File: src/rtl/eth_phy_link_mon.sv
// MDIO management master: waits for PHY reset release and a startup delay,
// then periodically reads one PHY register and publishes link status.
module eth_phy_link_mon #(
  parameter int unsigned MDC_DIV        = 10,
  parameter logic [4:0]  PHY_ADDR       = 5'd1,
  parameter logic [4:0]  REG_ADDR       = 5'd1,
  parameter int unsigned LINK_BIT       = 2,
  parameter int unsigned STARTUP_CYCLES = 50000,
  parameter int unsigned POLL_CYCLES    = 500000
) (
  input  logic        clk,
  input  logic        rstn,
  input  logic        eth_rst_in,
  output logic        mdc,
  output logic        mdio_o,
  output logic        mdio_oe,
  input  logic        mdio_i,
  output logic        link_up,
  output logic [15:0] status_reg,
  output logic        poll_done,
  output logic        mdio_err
);

  localparam int unsigned CNT_MAX = (STARTUP_CYCLES > POLL_CYCLES) ? STARTUP_CYCLES : POLL_CYCLES;
  localparam int unsigned CNT_W   = (CNT_MAX > 1) ? $clog2(CNT_MAX) : 1;
  localparam int unsigned DIV_W   = (MDC_DIV > 1) ? $clog2(MDC_DIV) : 1;
  localparam int unsigned BIT_W   = 6;

  localparam logic [BIT_W-1:0] RELEASE_BIT = BIT_W'(46);
  localparam logic [BIT_W-1:0] TA_BIT      = BIT_W'(47);
  localparam logic [BIT_W-1:0] DATA_BIT    = BIT_W'(48);
  localparam logic [BIT_W-1:0] LAST_BIT    = BIT_W'(63);

  // Driven frame bits, bit index 0 at the MSB; TA/data positions padded with 1.
  localparam logic [63:0] HDR = {32'hFFFF_FFFF, 2'b01, 2'b10, PHY_ADDR, REG_ADDR, 18'h3_FFFF};

  typedef enum logic [1:0] {
    WAIT_RST,
    STARTUP,
    FRAME,
    WAIT_POLL
  } state_t;

  state_t            state, state_d;
  logic [CNT_W-1:0]  cnt, cnt_d;
  logic [DIV_W-1:0]  div, div_d;
  logic [BIT_W-1:0]  bit_idx, bit_d, nxt_bit;
  logic [15:0]       shift, shift_d;
  logic              ta_err, ta_err_d;
  logic              mdc_d, mdio_o_d, mdio_oe_d, link_d, poll_done_d, err_d;
  logic [15:0]       status_d;
  logic              div_wrap;

  // Value placed on MDIO for a given bit index
  function automatic logic frame_bit(input logic [BIT_W-1:0] idx);
    return HDR[BIT_W'(63) - idx];
  endfunction

  // Next-state and next-output logic
  always_comb begin
    state_d     = state;
    cnt_d       = cnt;
    div_d       = div;
    bit_d       = bit_idx;
    shift_d     = shift;
    ta_err_d    = ta_err;
    mdc_d       = mdc;
    mdio_o_d    = mdio_o;
    mdio_oe_d   = mdio_oe;
    link_d      = link_up;
    status_d    = status_reg;
    poll_done_d = 1'b0;
    err_d       = mdio_err;
    nxt_bit     = bit_idx + BIT_W'(1);
    div_wrap    = (div == DIV_W'(MDC_DIV - 1));

    if (eth_rst_in) begin
      // PHY back in reset: abandon everything except the last good results
      state_d   = WAIT_RST;
      cnt_d     = '0;
      div_d     = '0;
      bit_d     = '0;
      mdc_d     = 1'b0;
      mdio_o_d  = 1'b1;
      mdio_oe_d = 1'b0;
      link_d    = 1'b0;
    end else begin
      case (state)
        WAIT_RST: begin
          state_d = STARTUP;
          cnt_d   = '0;
          div_d   = '0;
          mdc_d   = 1'b0;
        end

        STARTUP, WAIT_POLL: begin
          div_d = '0;
          mdc_d = 1'b0;
          if (cnt == CNT_W'(((state == STARTUP) ? STARTUP_CYCLES : POLL_CYCLES) - 1)) begin
            state_d   = FRAME;
            cnt_d     = '0;
            bit_d     = '0;
            shift_d   = '0;
            ta_err_d  = 1'b0;
            mdio_o_d  = frame_bit('0);
            mdio_oe_d = 1'b1;
          end else begin
            cnt_d = cnt + CNT_W'(1);
          end
        end

        FRAME: begin
          if (div_wrap) begin
            div_d = '0;
            mdc_d = ~mdc;
            if (!mdc) begin
              // Rising MDC: sample the PHY
              if (bit_idx == TA_BIT) ta_err_d = mdio_i;
              if (bit_idx >= DATA_BIT) shift_d = {shift[14:0], mdio_i};
            end else if (bit_idx == LAST_BIT) begin
              // Falling MDC after the last bit: publish the result
              state_d     = WAIT_POLL;
              cnt_d       = '0;
              bit_d       = '0;
              poll_done_d = 1'b1;
              mdio_o_d    = 1'b1;
              mdio_oe_d   = 1'b0;
              if (ta_err) begin
                err_d  = 1'b1;
                link_d = 1'b0;
              end else begin
                err_d    = 1'b0;
                status_d = shift;
                link_d   = shift[LINK_BIT];
              end
            end else begin
              // Falling MDC: launch the next bit
              bit_d     = nxt_bit;
              mdio_oe_d = (nxt_bit < RELEASE_BIT);
              mdio_o_d  = (nxt_bit < RELEASE_BIT) ? frame_bit(nxt_bit) : 1'b1;
            end
          end else begin
            div_d = div + DIV_W'(1);
          end
        end

        default: state_d = WAIT_RST;
      endcase
    end
  end

  // State and output registers
  always_ff @(posedge clk) begin
    if (!rstn) begin
      state      <= WAIT_RST;
      cnt        <= '0;
      div        <= '0;
      bit_idx    <= '0;
      shift      <= '0;
      ta_err     <= 1'b0;
      mdc        <= 1'b0;
      mdio_o     <= 1'b1;
      mdio_oe    <= 1'b0;
      link_up    <= 1'b0;
      status_reg <= '0;
      poll_done  <= 1'b0;
      mdio_err   <= 1'b0;
    end else begin
      state      <= state_d;
      cnt        <= cnt_d;
      div        <= div_d;
      bit_idx    <= bit_d;
      shift      <= shift_d;
      ta_err     <= ta_err_d;
      mdc        <= mdc_d;
      mdio_o     <= mdio_o_d;
      mdio_oe    <= mdio_oe_d;
      link_up    <= link_d;
      status_reg <= status_d;
      poll_done  <= poll_done_d;
      mdio_err   <= err_d;
    end
  end

endmodule
File: config.mk
export PLATFORM = sky130hd
export DESIGN_NAME = eth_phy_link_mon
export DESIGN_NICKNAME = d
export VERILOG_FILES = /design/src/rtl/eth_phy_link_mon.sv
export SDC_FILE = /design/constraint.sdc
export NUM_CORES = 1
export LEC_CHECK = 0
export BUFFER_PORTS_ARGS = -buffer_cell sky130_fd_sc_hd__buf_2
export CAP_MARGIN = 20
export CORE_ASPECT_RATIO = 0.75
export CORE_MARGIN = 3
export CORE_UTILIZATION = 53
export DETAILED_ROUTE_END_ITERATION = 10
export PLACE_DENSITY_LB_ADDON = 0.12
export RECOVER_POWER = 25
export SLEW_MARGIN = 30
export SYNTH_ARGS = -nofsm -noshare
export SYNTH_HDL_FRONTEND = slang
export SYNTH_SLANG_ARGS = --single-unit
File: constraint.sdc
create_clock -name clk -period 2 [get_ports clk]
set_input_delay 0.4 -clock clk [delete_from_list [all_inputs] [get_ports clk]]
set_output_delay 0.4 -clock clk [all_outputs]
set_load 0.01 [all_outputs]
After elaboration in Yosys (flattened, before gate mapping)
Memory sizes are Yosys's and may differ from the RTL's.
Index checks and enable logic that the tools add are counted.
W data, S select, Z words.

word-level totals
  register bits = 70
  memories kept = 1
  output and inout port bits = 22
  input port bits = 4
  word-level logic and storage cells = 100
  ROM bits = 64

memories
  name              words  bits a word  rd ports  clocked after Yosys merged registers in  wr ports  line  RTL
  (name not given)  64     1            1         0                                        0         56    return HDR[BIT_W'(63) - idx];

cells by class
  equal/unequal tests = 14
  bitwise gates (word level) = 6
  $add $sub $neg = 5
  magnitude comparators = 3
  reductions and logical operators = 14
  mux-type cells = 44

operators by type and width
  cell                     count
  $mux W19                 5
  $mux W16                 4
  $pmux W19 S3             1
  $pmux W16 S2             1
  $mux W6                  4
  $add A19 B1 Y19 const B  1
  $eq A19 B19 Y1           1
  $sub A19 B1 Y19 const B  1
  $reduce_and A6 Y1        3
  $mux W1                  17
  $ne A2 B2 Y1 const B     7
  $eq A6 B6 Y1 const B     2
  $pmux W6 S2              1
  $reduce_and A4 Y1        3
  $mux W2                  4
  $pmux W1 S2              4
  $pmux W4 S2              1
  $lt A6 B7 Y1 const B     1
  $add A6 B1 Y6 const B    1
  $ge A6 B6 Y1 const B     1
  $lt A6 B6 Y1 const B     1
  $not A1 Y1               6
  $pmux W2 S3              1
  $sub A6 B6 Y6 const A    1
  other kinds (12)         14

Logic depth before layout (Yosys ltp)
  word-level depth = 9
  depth in mapped cells = 10
  depth with buffers taken out = 8

Worst setup path before layout
No wires, ideal clock.

  path type = reg2reg
  start = reg bit_idx[0]
  end = reg cnt[18]
  setup time = 0.121 ns
  stages on the path, launching flop included = 10
  setup slack = -0.151 ns
  data arrival time = 2.029 ns
  path buffers = 2
  data required time = 1.879 ns
  period minus slack after synthesis = 2.151 ns
  cell sequence = dfxtp_1 ha_1 nand3_1 o31a_1 buf_2 or3b_1 buf_2 nor4_2 xnor2_1 nor2_1

on the way
  cells in the longest elaborated chain, start to end = 3

RTL lines
  element                      line  RTL
  start: declaration           47    logic [BIT_W-1:0] bit_idx, bit_d, nxt_bit;
  start signal: assignment     172   bit_idx <= bit_d;
  $eq A6 B6 Y1                 120   end else if (bit_idx == LAST_BIT) begin
  $ne A2 B2 Y1 (no line)       n/a
  $reduce_and A3 Y1 (no line)  n/a
  end signal: assignment       170   cnt <= cnt_d;
  end: declaration             45    logic [CNT_W-1:0] cnt, cnt_d;

No other way between the ends.
A chain may end at the register's enable or synchronous reset.

Worst setup path in the final report
  start = reg cnt[18]
  end = reg shift[6]

on the way
  cells in the longest elaborated chain, start to end = 3

RTL lines
  element                      line  RTL
  $eq A19 B19 Y1               99    if (cnt == CNT_W'(((state == STARTUP) ? STARTUP_CYCLES : POLL_CYCLES) - 1)) begin
  $ne A2 B2 Y1 (no line)       n/a
  $reduce_and A6 Y1 (no line)  n/a
  end signal: assignment       173   shift <= shift_d;
  end: declaration             48    logic [15:0] shift, shift_d;

No other way between the ends.

==> run summary <==
=================================================================================
Run status                                                           finished, violations left
Violations in the final reports                                      negative setup slack
Sequential cell area fraction in the yosys report                           42.8%
Largest net degree at the start of global routing                              52
Family with the most delay on the worst path                         simple AND/OR/NAND/NOR gates
Clock network fraction of total power                                       40.7%
Final design utilization                                                    69.8%
Global-route wire length before repair                                   12300 um
Critical Path Start Type                                                 register
Post-route ant nets                                                             0
Share of synthesized registers carrying an async set or reset                  0%
Final number of hold-violating endpoints                                        0
Worst Setup Slack, final                                               -0.0993 ns
Number of buffers inserted by port buffering                                   25
Crit path arrival time                                                    2.38 ns
Number of warning messages in the yosys log                                     0
Largest register FFs                                                           19
Std-Cell Rows                                                                  24
Hold Path Class                                                            in2reg
Final worst clock skew                                                 0.00722 ns
Cell types occupying the most area after synthesis                   sky130_fd_sc_hd__dfxtp_1 43%, sky130_fd_sc_hd__nand2_1 7.1%, sky130_fd_sc_hd__nor2_1 4.8%
Net switching power of the design                                      0.000605 W
Post-detail-place hpwl                                                    5100 um
Xor-xnor portion of the synthesized cell area                               6.95%
Register-to-register setup slack                                          -0.1 ns
Maximum clock frequency                                                   476 MHz
Worst max-slew margin expressed relative to the limit                       60.6%
Adder-cell area share of the yosys netlist                                  1.91%
I/O pins                                                                       26
CTS tree                                                                     done
Final period utilization                                                     105%
Initial Util                                                                55.6%
Critical Path Sink                                                   shift[6]$_SDFFE_PN0P_
Hold Slack                                                               0.349 ns
Root Buffer                                                          sky130_fd_sc_hd__clkbuf_8
Total die area                                                           7170 um2
Sinks on the clock net                                                         70
Synthesized area divided by synthesized cell count                       8.37 um2
Remaining global-route overflow                                                 0
Number of filler cells placed in the layout                                   486
Internal power component                                                0.00188 W
Final number of setup-violating endpoints                                      24
Delay of the slowest critical-path stage                                  0.54 ns
Worst-margin pin slew                                                    0.583 ns
Leakage power                                                             1.45 nW
Number of buffer and inverter instances along the worst setup path              2
Max Fanout on Critical Path                                                     8
Crit path kind                                                            reg2reg
Die width                                                                 96.8 um
Library cell with the largest summed area after synthesis            sky130_fd_sc_hd__dfxtp_1
Total CTS buffers                                                               9
Buffer depth of the longest clock path                                          2
Placeable core region                                                    5890 um2
R2r worst-path depth                                                            8
Area Growth Syn to Fin                                                      25.4%
Power density over cell area                                           604 nW/um2
Critical path capture point type                                         register
Combinational Power Share                                                    3.1%
Final slew viol count                                                           0
Compound-cell area share of the yosys netlist                               13.4%
Count of unique library cells instantiated by Yosys                            51
DRT iter0 DRCs                                                                129
Net Count, Synth                                                              400
Switching portion of total power                                            24.4%
Global placer's final weighted congestion                                   0.815
Slowest-stage cell, CP                                               sky130_fd_sc_hd__or4b_4
Clock H-tree levels                                                             3
CP startpoint                                                        cnt[18]$_SDFFE_PP0P_
Worst hold start                                                           mdio_i
Synth Area in Simple Gates                                                  28.7%
Summed instance area of the synthesized netlist                          3270 um2
Clock latency at the later pin of the worst-skew pair                     0.34 ns
Number of flops mapped to enable cells by yosys                                 0
Sequential fraction of design power                                         56.2%
Wire length per cell                                                      14.0 um
DR vias/cell                                                                 5.47
Number of remaining DRC errors                                                  0
Crit. path cell count                                                           8
Global routing usage summed across all routing layers                       21.1%
Largest family of logic cells by synthesized area                    simple AND/OR/NAND/NOR gates
Number of cells after detailed placement                                      514
Number of standard cells in the final layout excluding fillers                535
Initial antenna violation count                                                 0
Antenna fix cells                                                               0
RR Endpoint                                                          shift[6]$_SDFFE_PN0P_
Count of vias placed by the detailed router                                  2928
Worst IR Drop VDD                                                          351 uV
Die Span Y                                                                74.1 um
RSZ-0062 raised after global routing                                         true
Number of synthesized register bits                                            70
Routed WL                                                                 7510 um
Series of cell instances along the critical path                     or4b_4 -> nor4_4 -> o2111ai_4 -> a221oi_4 -> buf_6 -> clkbuf_16 -> nand4_1 -> o21ai_1
Number of nets in the final layout                                            461
Total power consumption of the routed design                            0.00248 W
Predominant post-synthesis flop cell                                 sky130_fd_sc_hd__dfxtp_1
Gate Count Post-Synth                                                         391
CTS clk-pin slew, worst paths                                             0.08 ns
Data required time at the worst endpoint                                  2.28 ns
Portion of synthesized cell area occupied by the leading cell type          42.8%
Pre-antenna DRT Iters                                                           4
Critical R2R Launch                                                  cnt[18]$_SDFFE_PP0P_
Post-layout minimum cycle time                                            2.10 ns
Count of max-cap constraint violations                                          0
Fraction of layout cells with a size suffix above 1                         25.4%
Final setup TNS                                                          -1.32 ns
Number of global-route vias before repair                                    2644
Mux cell area share after synthesis                                         1.53%
=================================================================================
==> cells in the final DEF, fill, tap and decap left out, types with 3 or more instances in the layout <==
| cell | n |
|---|---|
| sky130_fd_sc_hd__and3_1 | 3 |
| sky130_fd_sc_hd__nand3_1 | 12 |
| sky130_fd_sc_hd__buf_4 | 44 |
| sky130_fd_sc_hd__xnor2_1 | 14 |
| sky130_fd_sc_hd__nor4_2 | 4 |
| sky130_fd_sc_hd__nor4_1 | 3 |
| sky130_fd_sc_hd__nor2_2 | 5 |
| sky130_fd_sc_hd__ha_1 | 3 |
| sky130_fd_sc_hd__dfxtp_2 | 7 |
| sky130_fd_sc_hd__mux2i_1 | 4 |
| sky130_fd_sc_hd__o21ai_1 | 16 |
| sky130_fd_sc_hd__o21ai_0 | 7 |
| sky130_fd_sc_hd__clkinvlp_4 | 3 |
| sky130_fd_sc_hd__xor2_1 | 12 |
| sky130_fd_sc_hd__clkbuf_1 | 12 |
| sky130_fd_sc_hd__dfxtp_1 | 63 |
| sky130_fd_sc_hd__a21boi_0 | 16 |
| sky130_fd_sc_hd__nand2b_1 | 3 |
| sky130_fd_sc_hd__buf_2 | 13 |
| sky130_fd_sc_hd__nor3_1 | 9 |
| sky130_fd_sc_hd__clkbuf_8 | 9 |
| sky130_fd_sc_hd__nor2_1 | 37 |
| sky130_fd_sc_hd__nand3b_1 | 3 |
| sky130_fd_sc_hd__a31oi_1 | 3 |
| sky130_fd_sc_hd__nand4_1 | 24 |
| sky130_fd_sc_hd__inv_1 | 7 |
| sky130_fd_sc_hd__nand2_1 | 62 |
| sky130_fd_sc_hd__a21oi_1 | 9 |
==> cell type report <==
class	instances	area, um2	share of cell area [%]
tap	78	97.6	2.38
clock inverter	7	50.0	1.22
timing repair buffer	75	553	13.5
sequential	70	1410	34.3
inverter	8	30.0	0.731
clock buffer	9	124	3.02
multi-input combinational	288	1840	44.9
==> per-layer routing <==
layer	up-vias	part of all wire, %	track usage [%]	routed length (um)
li1	1484	-	-	-
met1	1363	51	29.5	3820
met2	72	45	32.8	3360
met3	9	3.5	4.59	263
met4	0	0.91	7.63	68
met5	-	0	0	0
==> cells by family after synthesis <==
| group | Yosys count |
|---|---|
| AOI/OAI and AO/OA | 64 |
| xor gates and xnor gates | 26 |
| adders and majority gates | 5 |
| muxes | 5 |
| and+or+nand+nor | 188 |
| buffers and inverters | 33 |
| DFF | 70 |
==> worst min path at each step <==
stage / to / slack (ns) / depth (start not counted)
2_1_floorplan: div[0]$_SDFF_PP0_ / 0.43 / 1
3_3_place_gp: status_reg[12]$_SDFFE_PN0P_ / 0.45 / 2
3_5_place_dp: status_reg[11]$_SDFFE_PN0P_ / 0.45 / 2
4_1_cts: shift[0]$_SDFFE_PN0P_ / 0.33 / 3
5_1_grt: shift[0]$_SDFFE_PN0P_ / 0.38 / 3
6_report: shift[0]$_SDFFE_PN0P_ / 0.35 / 3
==> through the flow <==
stage / instance area (um2) / setup slack (ns)
6_report: 4110 / -0.0993
5_1_grt: 4110 / -0.177
4_1_cts: 4030 / -0.0702
3_5_place_dp: 3770 / -0.109
3_3_place_gp: 3770 / -0.118
2_1_floorplan: 3320 / -0.0227
==> synthesized netlist by cell type (2+ instances only) <==
cell type and count:
sky130_fd_sc_hd__o21ai_0 20, sky130_fd_sc_hd__nand4_1 24, sky130_fd_sc_hd__buf_2 7, sky130_fd_sc_hd__clkbuf_1 13
sky130_fd_sc_hd__inv_1 8, sky130_fd_sc_hd__a21o_1 2, sky130_fd_sc_hd__a21boi_0 16, sky130_fd_sc_hd__nor4_1 5
sky130_fd_sc_hd__o21ai_1 3, sky130_fd_sc_hd__and2_1 2, sky130_fd_sc_hd__nand3b_1 3, sky130_fd_sc_hd__mux2i_1 5
sky130_fd_sc_hd__a21oi_1 9, sky130_fd_sc_hd__nor3_1 10, sky130_fd_sc_hd__clkbuf_2 2, sky130_fd_sc_hd__nand2b_1 3
sky130_fd_sc_hd__xnor2_1 14, sky130_fd_sc_hd__or3_1 3, sky130_fd_sc_hd__nand3_1 14, sky130_fd_sc_hd__dfxtp_1 70
sky130_fd_sc_hd__nand2_1 62, sky130_fd_sc_hd__nand4b_1 2, sky130_fd_sc_hd__ha_1 5, sky130_fd_sc_hd__nor4_2 4
sky130_fd_sc_hd__nor2b_1 2, sky130_fd_sc_hd__a31oi_1 3, sky130_fd_sc_hd__buf_6 2, sky130_fd_sc_hd__xor2_1 12
sky130_fd_sc_hd__nor2_1 42, sky130_fd_sc_hd__and3_1 3
==> tightest hold or removal path: cells and delay by family <==
family,cells,cell delay [ns]
buf+inv,1,0.12
compound gates,1,0.05
simple gates,1,0.08
==> power by group through the flow <==
stage | registers (W) | logic [W] | clock network, W
2_1_floorplan | 0.00143 | 0.0000422 | 0
3_3_place_gp | 0.00143 | 0.0000624 | 0
3_5_place_dp | 0.00143 | 0.0000627 | 0
4_1_cts | 0.00139 | 0.0000640 | 0.00103
5_1_grt | 0.00140 | 0.0000826 | 0.00108
6_report | 0.00140 | 0.0000760 | 0.00101
==> timing repair <==
action	CTS	global route
cloned	0	2
gates resized for setup	20	20
hold buffers	0	0
setup buffers	1	2
pin swaps	10	5
setup endpoints to repair	37	45
endpoints found under the hold margin	0	0
(Power assumes the default switching activity.)
